**src/rtl/contactor_pkg.sv**
```systemverilog
// Shared state encodings and fault codes for the contactor drive stage.
package contactor_pkg;

  typedef enum logic [2:0] {
    ST_OPEN    = 3'd0,
    ST_CLOSING = 3'd1,
    ST_CLOSED  = 3'd2,
    ST_OPENING = 3'd3,
    ST_FAULT   = 3'd4
  } state_e;

  localparam logic [1:0] FC_NONE       = 2'b00;
  localparam logic [1:0] FC_FAIL_CLOSE = 2'b01;
  localparam logic [1:0] FC_FAIL_OPEN  = 2'b10;
  localparam logic [1:0] FC_DROPOUT    = 2'b11;

  // The coil is energised only while the contactor is being closed or held closed.
  function automatic logic coil_on(input state_e s);
    return (s == ST_CLOSING) || (s == ST_CLOSED);
  endfunction

endpackage

```
**src/rtl/feedback_debounce.sv**
```systemverilog
// Two-flop synchroniser followed by a stability filter for the auxiliary contact.
module feedback_debounce #(
  parameter int DEBOUNCE_CYCLES = 16
) (
  input  logic i_clk,
  input  logic i_rst,
  input  logic i_raw,
  output logic o_fb
);

  localparam int CW = $clog2(DEBOUNCE_CYCLES + 1);

  logic          sync1_q, sync2_q;
  logic          fb_q;
  logic [CW-1:0] cnt_q;

  // NOTE: all state uses non-blocking assignments so every flop samples pre-edge values.
  always_ff @(posedge i_clk) begin
    if (i_rst) begin
      sync1_q <= 1'b0;
      sync2_q <= 1'b0;
      fb_q    <= 1'b0;
      cnt_q   <= '0;
    end else begin
      sync1_q <= i_raw;
      sync2_q <= sync1_q;
      if (sync2_q == fb_q) begin
        cnt_q <= '0;
      end else if (cnt_q == CW'(DEBOUNCE_CYCLES - 1)) begin
        fb_q  <= sync2_q;
        cnt_q <= '0;
      end else begin
        cnt_q <= cnt_q + CW'(1);
      end
    end
  end

  assign o_fb = fb_q;

endmodule

```
**src/rtl/contactor_sequencer.sv**
```systemverilog
// Per-contactor coil sequencer with close/open supervision and latched faults.
// Optional close retry is enabled by defining CONTACTOR_RETRY_EN.
module contactor_sequencer
  import contactor_pkg::*;
#(
  parameter int DEBOUNCE_CYCLES = 16,
  parameter int CLOSE_TIMEOUT   = 1000,
  parameter int OPEN_TIMEOUT    = 1000
) (
  input  logic       i_clk,
  input  logic       i_rst,
  input  logic       i_cmd,
  input  logic       i_permit,
  input  logic       i_fb_raw,
  input  logic       i_fault_clr,
  output logic       o_coil,
  output logic       o_fb,
  output logic       o_closed,
  output logic       o_fault,
  output logic [1:0] o_fault_code,
  output logic [2:0] o_state
);

  localparam int TMAX = (CLOSE_TIMEOUT > OPEN_TIMEOUT) ? CLOSE_TIMEOUT : OPEN_TIMEOUT;
  localparam int TW   = $clog2(TMAX + 1);

  state_e        state_q, state_d;
  logic [TW-1:0] timer_q, timer_d;
  logic [1:0]    code_q, code_d;
  logic          coil_q, closed_q, fault_q;
  logic          fb;
  logic          run_ok;

  feedback_debounce #(.DEBOUNCE_CYCLES(DEBOUNCE_CYCLES)) u_debounce (
    .i_clk (i_clk),
    .i_rst (i_rst),
    .i_raw (i_fb_raw),
    .o_fb  (fb)
  );

  assign run_ok = i_cmd && i_permit;

`ifdef CONTACTOR_RETRY_EN
  logic retry_q, retry_d;
`endif

  // NOTE: every signal gets a default at the top of always_comb so no latch is inferred.
  always_comb begin
    state_d = state_q;
    code_d  = code_q;
`ifdef CONTACTOR_RETRY_EN
    retry_d = retry_q;
`endif
    case (state_q)
      ST_OPEN: begin
        if (fb) begin
          state_d = ST_FAULT;
          code_d  = FC_FAIL_OPEN;
        end else if (run_ok) begin
          state_d = ST_CLOSING;
        end
      end
      ST_CLOSING: begin
        if (!run_ok) begin
          state_d = ST_OPENING;
        end else if (fb) begin
          state_d = ST_CLOSED;
        end else if (timer_q == TW'(CLOSE_TIMEOUT - 1)) begin
`ifdef CONTACTOR_RETRY_EN
          if (!retry_q) begin
            state_d = ST_OPENING;
            retry_d = 1'b1;
          end else begin
            state_d = ST_FAULT;
            code_d  = FC_FAIL_CLOSE;
          end
`else
          state_d = ST_FAULT;
          code_d  = FC_FAIL_CLOSE;
`endif
        end
      end
      ST_CLOSED: begin
        if (!run_ok) begin
          state_d = ST_OPENING;
        end else if (!fb) begin
          state_d = ST_FAULT;
          code_d  = FC_DROPOUT;
        end
      end
      ST_OPENING: begin
        if (!fb) begin
          state_d = ST_OPEN;
        end else if (timer_q == TW'(OPEN_TIMEOUT - 1)) begin
          state_d = ST_FAULT;
          code_d  = FC_FAIL_OPEN;
        end
      end
      ST_FAULT: begin
        if (i_fault_clr && !i_cmd && !fb) begin
          state_d = ST_OPEN;
          code_d  = FC_NONE;
        end
      end
      default: state_d = ST_OPEN;
    endcase
`ifdef CONTACTOR_RETRY_EN
    if (!i_cmd || state_d == ST_CLOSED) retry_d = 1'b0;
`endif

    // Timer restarts on every state entry and only advances while a transition is supervised.
    if (state_d != state_q)
      timer_d = '0;
    else if (state_q == ST_CLOSING || state_q == ST_OPENING)
      timer_d = timer_q + TW'(1);
    else
      timer_d = timer_q;
  end

  always_ff @(posedge i_clk) begin
    if (i_rst) begin
      state_q  <= ST_OPEN;
      timer_q  <= '0;
      code_q   <= FC_NONE;
      coil_q   <= 1'b0;
      closed_q <= 1'b0;
      fault_q  <= 1'b0;
`ifdef CONTACTOR_RETRY_EN
      retry_q  <= 1'b0;
`endif
    end else begin
      state_q  <= state_d;
      timer_q  <= timer_d;
      code_q   <= code_d;
      coil_q   <= coil_on(state_d);
      closed_q <= (state_d == ST_CLOSED);
      fault_q  <= (state_d == ST_FAULT);
`ifdef CONTACTOR_RETRY_EN
      retry_q  <= retry_d;
`endif
    end
  end

  assign o_coil       = coil_q;
  assign o_fb         = fb;
  assign o_closed     = closed_q;
  assign o_fault      = fault_q;
  assign o_fault_code = code_q;
  assign o_state      = state_q;

endmodule

```
**config.mk**
```make
export PLATFORM = sky130hd
export DESIGN_NAME = contactor_sequencer
export DESIGN_NICKNAME = d
export VERILOG_FILES = /design/src/rtl/contactor_pkg.sv /design/src/rtl/feedback_debounce.sv /design/src/rtl/contactor_sequencer.sv
export SDC_FILE = /design/constraint.sdc
export NUM_CORES = 1
export LEC_CHECK = 0
export ABC_AREA = 1
export BUFFER_PORTS_ARGS = -buffer_cell sky130_fd_sc_hd__buf_2
export CORE_ASPECT_RATIO = 1.4
export CORE_MARGIN = 2
export CORE_UTILIZATION = 52
export DETAILED_ROUTE_END_ITERATION = 8
export PLACE_DENSITY = 0.74
export SLEW_MARGIN = 5
export SYNTH_ARGS = -nofsm -noshare
export SYNTH_HDL_FRONTEND = slang
export SYNTH_SLANG_ARGS = --single-unit
```
**constraint.sdc**
```tcl
create_clock -name i_clk -period 1.6 [get_ports i_clk]
set_input_delay 0.08 -clock i_clk [delete_from_list [all_inputs] [get_ports i_clk]]
set_output_delay 0.08 -clock i_clk [all_outputs]
set_load 0.03 [all_outputs]
```
==> impl_results.rst <==
.. list-table::
   :header-rows: 1

   * - Metric
     - Value
   * - Skew-Pair Late Insertion Delay
     - ~0.33 ns
   * - Nets@finish
     - about 240
   * - Actual slew at the worst max-slew pin
     - approximately 0.38 ns
   * - Max-capacitance violation count
     - 0
   * - Clk buf depth
     - 2
   * - Maximum achievable frequency
     - approximately 600 MHz
   * - Initial Utilization
     - a little under three fifths
   * - Most frequent cells after synthesis
     - sky130_fd_sc_hd__nand2_1 (32), sky130_fd_sc_hd__dfxtp_1 (26), sky130_fd_sc_hd__inv_1 (24)
   * - Residual DRC count
     - 0
   * - Final Hold Violating Endpoints
     - 0
   * - Largest cells by area after synthesis
     - sky130_fd_sc_hd__dfxtp_1 (36%), sky130_fd_sc_hd__nor3_2 (8.2%), sky130_fd_sc_hd__nand2_1 (8.2%)
   * - Core region area
     - 2640 um2
   * - Total routed wirelength
     - around 3700 um
   * - Post-route clock skew
     - 0.00480 ns
   * - Placed cell areas
     - around 1700 um2
   * - Largest vdd supply drop
     - around 640 uV
   * - Setup Crit Path Kind
     - register to register
   * - Final worst path period share
     - 104%
   * - Sequential area share after synthesis
     - between 30% and 40%
   * - Mean instance size in the synthesized netlist
     - about 7.7 um2
   * - Share of synthesized flip-flops with an asynchronous set or reset
     - 0%
   * - Post-synthesis instance total
     - 190
   * - Maximum number of pins on one net before global-route repair
     - 16
   * - Minimum period implied by the final worst setup slack
     - ~1.7 ns
   * - Clock transition at the register clock pins on the worst setup and hold paths after CTS
     - roughly 0.15 ns
   * - Number of endpoints failing setup at the final stage
     - 13
   * - Num CTS Buffers
     - 3
   * - Crit path cell chain
     - ha_4, nand2_4, nor2_4, nand3_4, nand2_2, nand2_2, nand2_2, nand2_2, nand2_4, nand3_4, nor3_2
   * - Final instance area
     - 1960 um2
   * - Most common cell on crit path
     - sky130_fd_sc_hd__nand2_2
   * - CTS tree
     - done
   * - Top-count cell post-synth
     - sky130_fd_sc_hd__nand2_1
   * - Violations in the final reports
     - setup timing
   * - CP arrival
     - 1.92 ns
   * - Sort of element at the end of the critical path
     - register
   * - Critical-path cell with the highest stage delay
     - sky130_fd_sc_hd__dfxtp_2
   * - Worst relative slew slack
     - between 70 and 80%
   * - Detailed-router iteration count before antenna repair
     - 4
   * - Number of enable-type register cells in the synthesized netlist
     - 0
   * - Root Buffer Master
     - sky130_fd_sc_hd__clkbuf_4
   * - Largest stage delay, worst path
     - ~0.39 ns
   * - Area of the die
     - around 3300 um2
   * - Half-perimeter wire length of the detailed placement result
     - around 2300 um
   * - Overflow after GRT
     - 0
   * - Syn-to-layout area delta
     - 34.4%
   * - Post-synth net total
     - 199
   * - Leak pwr
     - 0.000830 uW
   * - Biggest area consumer among synthesized cells
     - sky130_fd_sc_hd__dfxtp_1
   * - Status
     - finished, violations left
   * - Warning count from the yosys run
     - 0
   * - Fraction of final layout cells with drive strength greater than 1
     - between 40% and 50%
   * - Worst Setup Slack, final
     - -0.0595 ns
   * - RSZ-0062 raised after global routing
     - true
   * - Overall die height
     - about 67 um
   * - Nature of the critical path startpoint
     - register
   * - Routed length per instance
     - between 10 and 15 um
   * - # fillers
     - roughly 200
   * - Remaining number of nets flagged by the antenna check after routing
     - 0
   * - Class of the tightest hold or removal check
     - input port to register
   * - Util after Layout
     - 74.2%
   * - Proportion of netlist area held by the largest area contributor
     - a little over a third
   * - Htree depth
     - 1
   * - DRC violation total after the first TritonRoute iteration
     - 18
   * - Synth cell types
     - 33
   * - Routed vias
     - around 1400
   * - Synth Cell Area
     - about 1500 um2
   * - Global-route wire length before repair
     - 6300 um
   * - Number of global-route vias before repair
     - between 1000 and 1500
   * - Number of pins with negative max-slew slack in the final report
     - 0
   * - Row count
     - 22
   * - Max FO, Critical Path
     - 5
   * - CP Data Required Time
     - between 1.5 and 2 ns
   * - Antenna violations before repair
     - 0
   * - Ys flop type
     - sky130_fd_sc_hd__dfxtp_1
   * - Synthesized flop and latch total
     - 26
   * - Pre-CTS WS
     - -0.105 ns
   * - Number of input and output port buffers inserted
     - 14
   * - Routed via count divided by cell count
     - 5.28
   * - Final weighted congestion of routability-driven global placement
     - between 0.9 and 1
   * - Total clock sinks
     - 26
   * - Power density of the placed cells
     - between 800 and 900 nW/um2
   * - Overall die width
     - a little under 50 um
   * - Number of top-level design ports
     - 15
   * - Number of diodes added for antenna fixing
     - 0
   * - Total global-route track usage
     - about a quarter
-- what timing repair did --
item / 4_1_cts / 5_1_grt
gates resized for setup: 19 / 28
setup buffers: 3 / 3
endpoints found under the hold margin: 1 / 0
cloned: 2 / 0
hold buffers: 1 / 0
setup endpoints to repair: 12 / 18
pin swaps: 7 / 10
-- final cells by class --
type	instances	area (um2)	area share, %
repair buffers	34	230	11.7
inverters	31	123	6.25
multi-input cells	133	976	49.7
flip-flops and latches	26	536	27.3
well taps	36	45.0	2.30
clock buffers	3	22.5	1.15
clock inverters	1	30.0	1.53
-- metrics by stage --
step / total power [uW] / TNS, ns / hold WS [ns] / std cells
detailed placement: 1100 / -0.867 / 0.314 / 251
floorplan: 1000 / 0 / 0.187 / 190
CTS: 1620 / -0.141 / 0.0682 / 261
global placement: 1090 / -0.125 / 0.288 / 251
global route: 1730 / -1.40 / 0.0731 / 264
finish: 1660 / -0.430 / 0.0750 / 264
-- where the power goes --
group / leakage, uW / total, uW / internal [uW] / switching (uW)
sequential: 0.000214 / 703 / 676 / 27.6
combinational: 0.000588 / 503 / 174 / 329
clock: 0.0000279 / 457 / 253 / 203
-- cells by family (layout without fill, tap and decap cells) --
logic type               count (synthesis)  count (layout)  synth area share [%]
buffers and inverters                   33              69                  9.17
multiplexers                             1               1                 0.686
adder cells (fa/ha/maj)                  3               3                  2.57
AO/OA/AOI/OAI                           21              21                  8.14
flip-flops                              26              26                  35.6
AND/OR/NAND/NOR                         99             101                  39.6
XOR/XNOR                                 7               7                  4.20
-- layout by cell type, fill, tap and decap left out, drive strengths merged --
| master | synthesis | routed |
|---|---|---|
| nand3 | 12 | 14 |
| nand2 | 42 | 42 |
| nor3b | 1 | 1 |
| mux2i | 1 | 1 |
| inv | 29 | 29 |
| nand4 | 3 | 3 |
| dlygate4sd3 | 0 | 1 |
| o21ai | 6 | 6 |
| clkinv | 2 | 2 |
| bufinv | 0 | 1 |
| nor2 | 26 | 26 |
| xnor2 | 1 | 1 |
| a21oi | 11 | 11 |
| dfxtp | 26 | 26 |
| nand3b | 1 | 1 |
| o31ai | 1 | 1 |
| buf | 1 | 33 |
| xor2 | 6 | 6 |
| clkbuf | 1 | 3 |
| ha | 3 | 3 |
| nor3 | 14 | 14 |
| o211ai | 2 | 2 |
| o21bai | 1 | 1 |
-- critical path: cells and delay by family, from the launching register on --
| kind | cells | cell delay, ns |
|---|---|---|
| and+or+nand+nor | 10 | 1.04 |
| DFF | 1 | 0.39 |
| adders and majority gates | 1 | 0.16 |
-- path summary, 6_finish.rpt --
kind / start / end / slack [ns] / cells past startpoint
worst min register to register: u_debounce.sync1_q$_SDFF_PP0_ / u_debounce.sync2_q$_SDFF_PP0_ / 0.41 / 2
worst min-delay path: i_rst / o_state[1]$_SDFF_PP0_ / 0.07 / 2
worst max-delay path: timer_q[0]$_SDFFE_PP0P_ / timer_q[4]$_SDFFE_PP0P_ / -0.06 / 11
worst max register to register: timer_q[0]$_SDFFE_PP0P_ / timer_q[4]$_SDFFE_PP0P_ / -0.06 / 11
-- metal layers --
metal  routed length [um]  vias up  GRT usage [%]
met5                    0        -              0
met4                  157        0           14.6
met3                  102       18           2.91
met2                 1960       38           47.1
met1                 1480      650           27.1
li1                     -      687              -
-- registers in the layout, indices dropped and copies added, names as in the netlist --
register            cells
o_closed                1
o_coil                  1
o_fault                 1
o_fault_code            2
o_state                 3
timer_q                10
u_debounce.cnt_q        5
u_debounce.o_fb         1
u_debounce.sync1_q      1
u_debounce.sync2_q      1
Power figures use the tool's default switching activity.
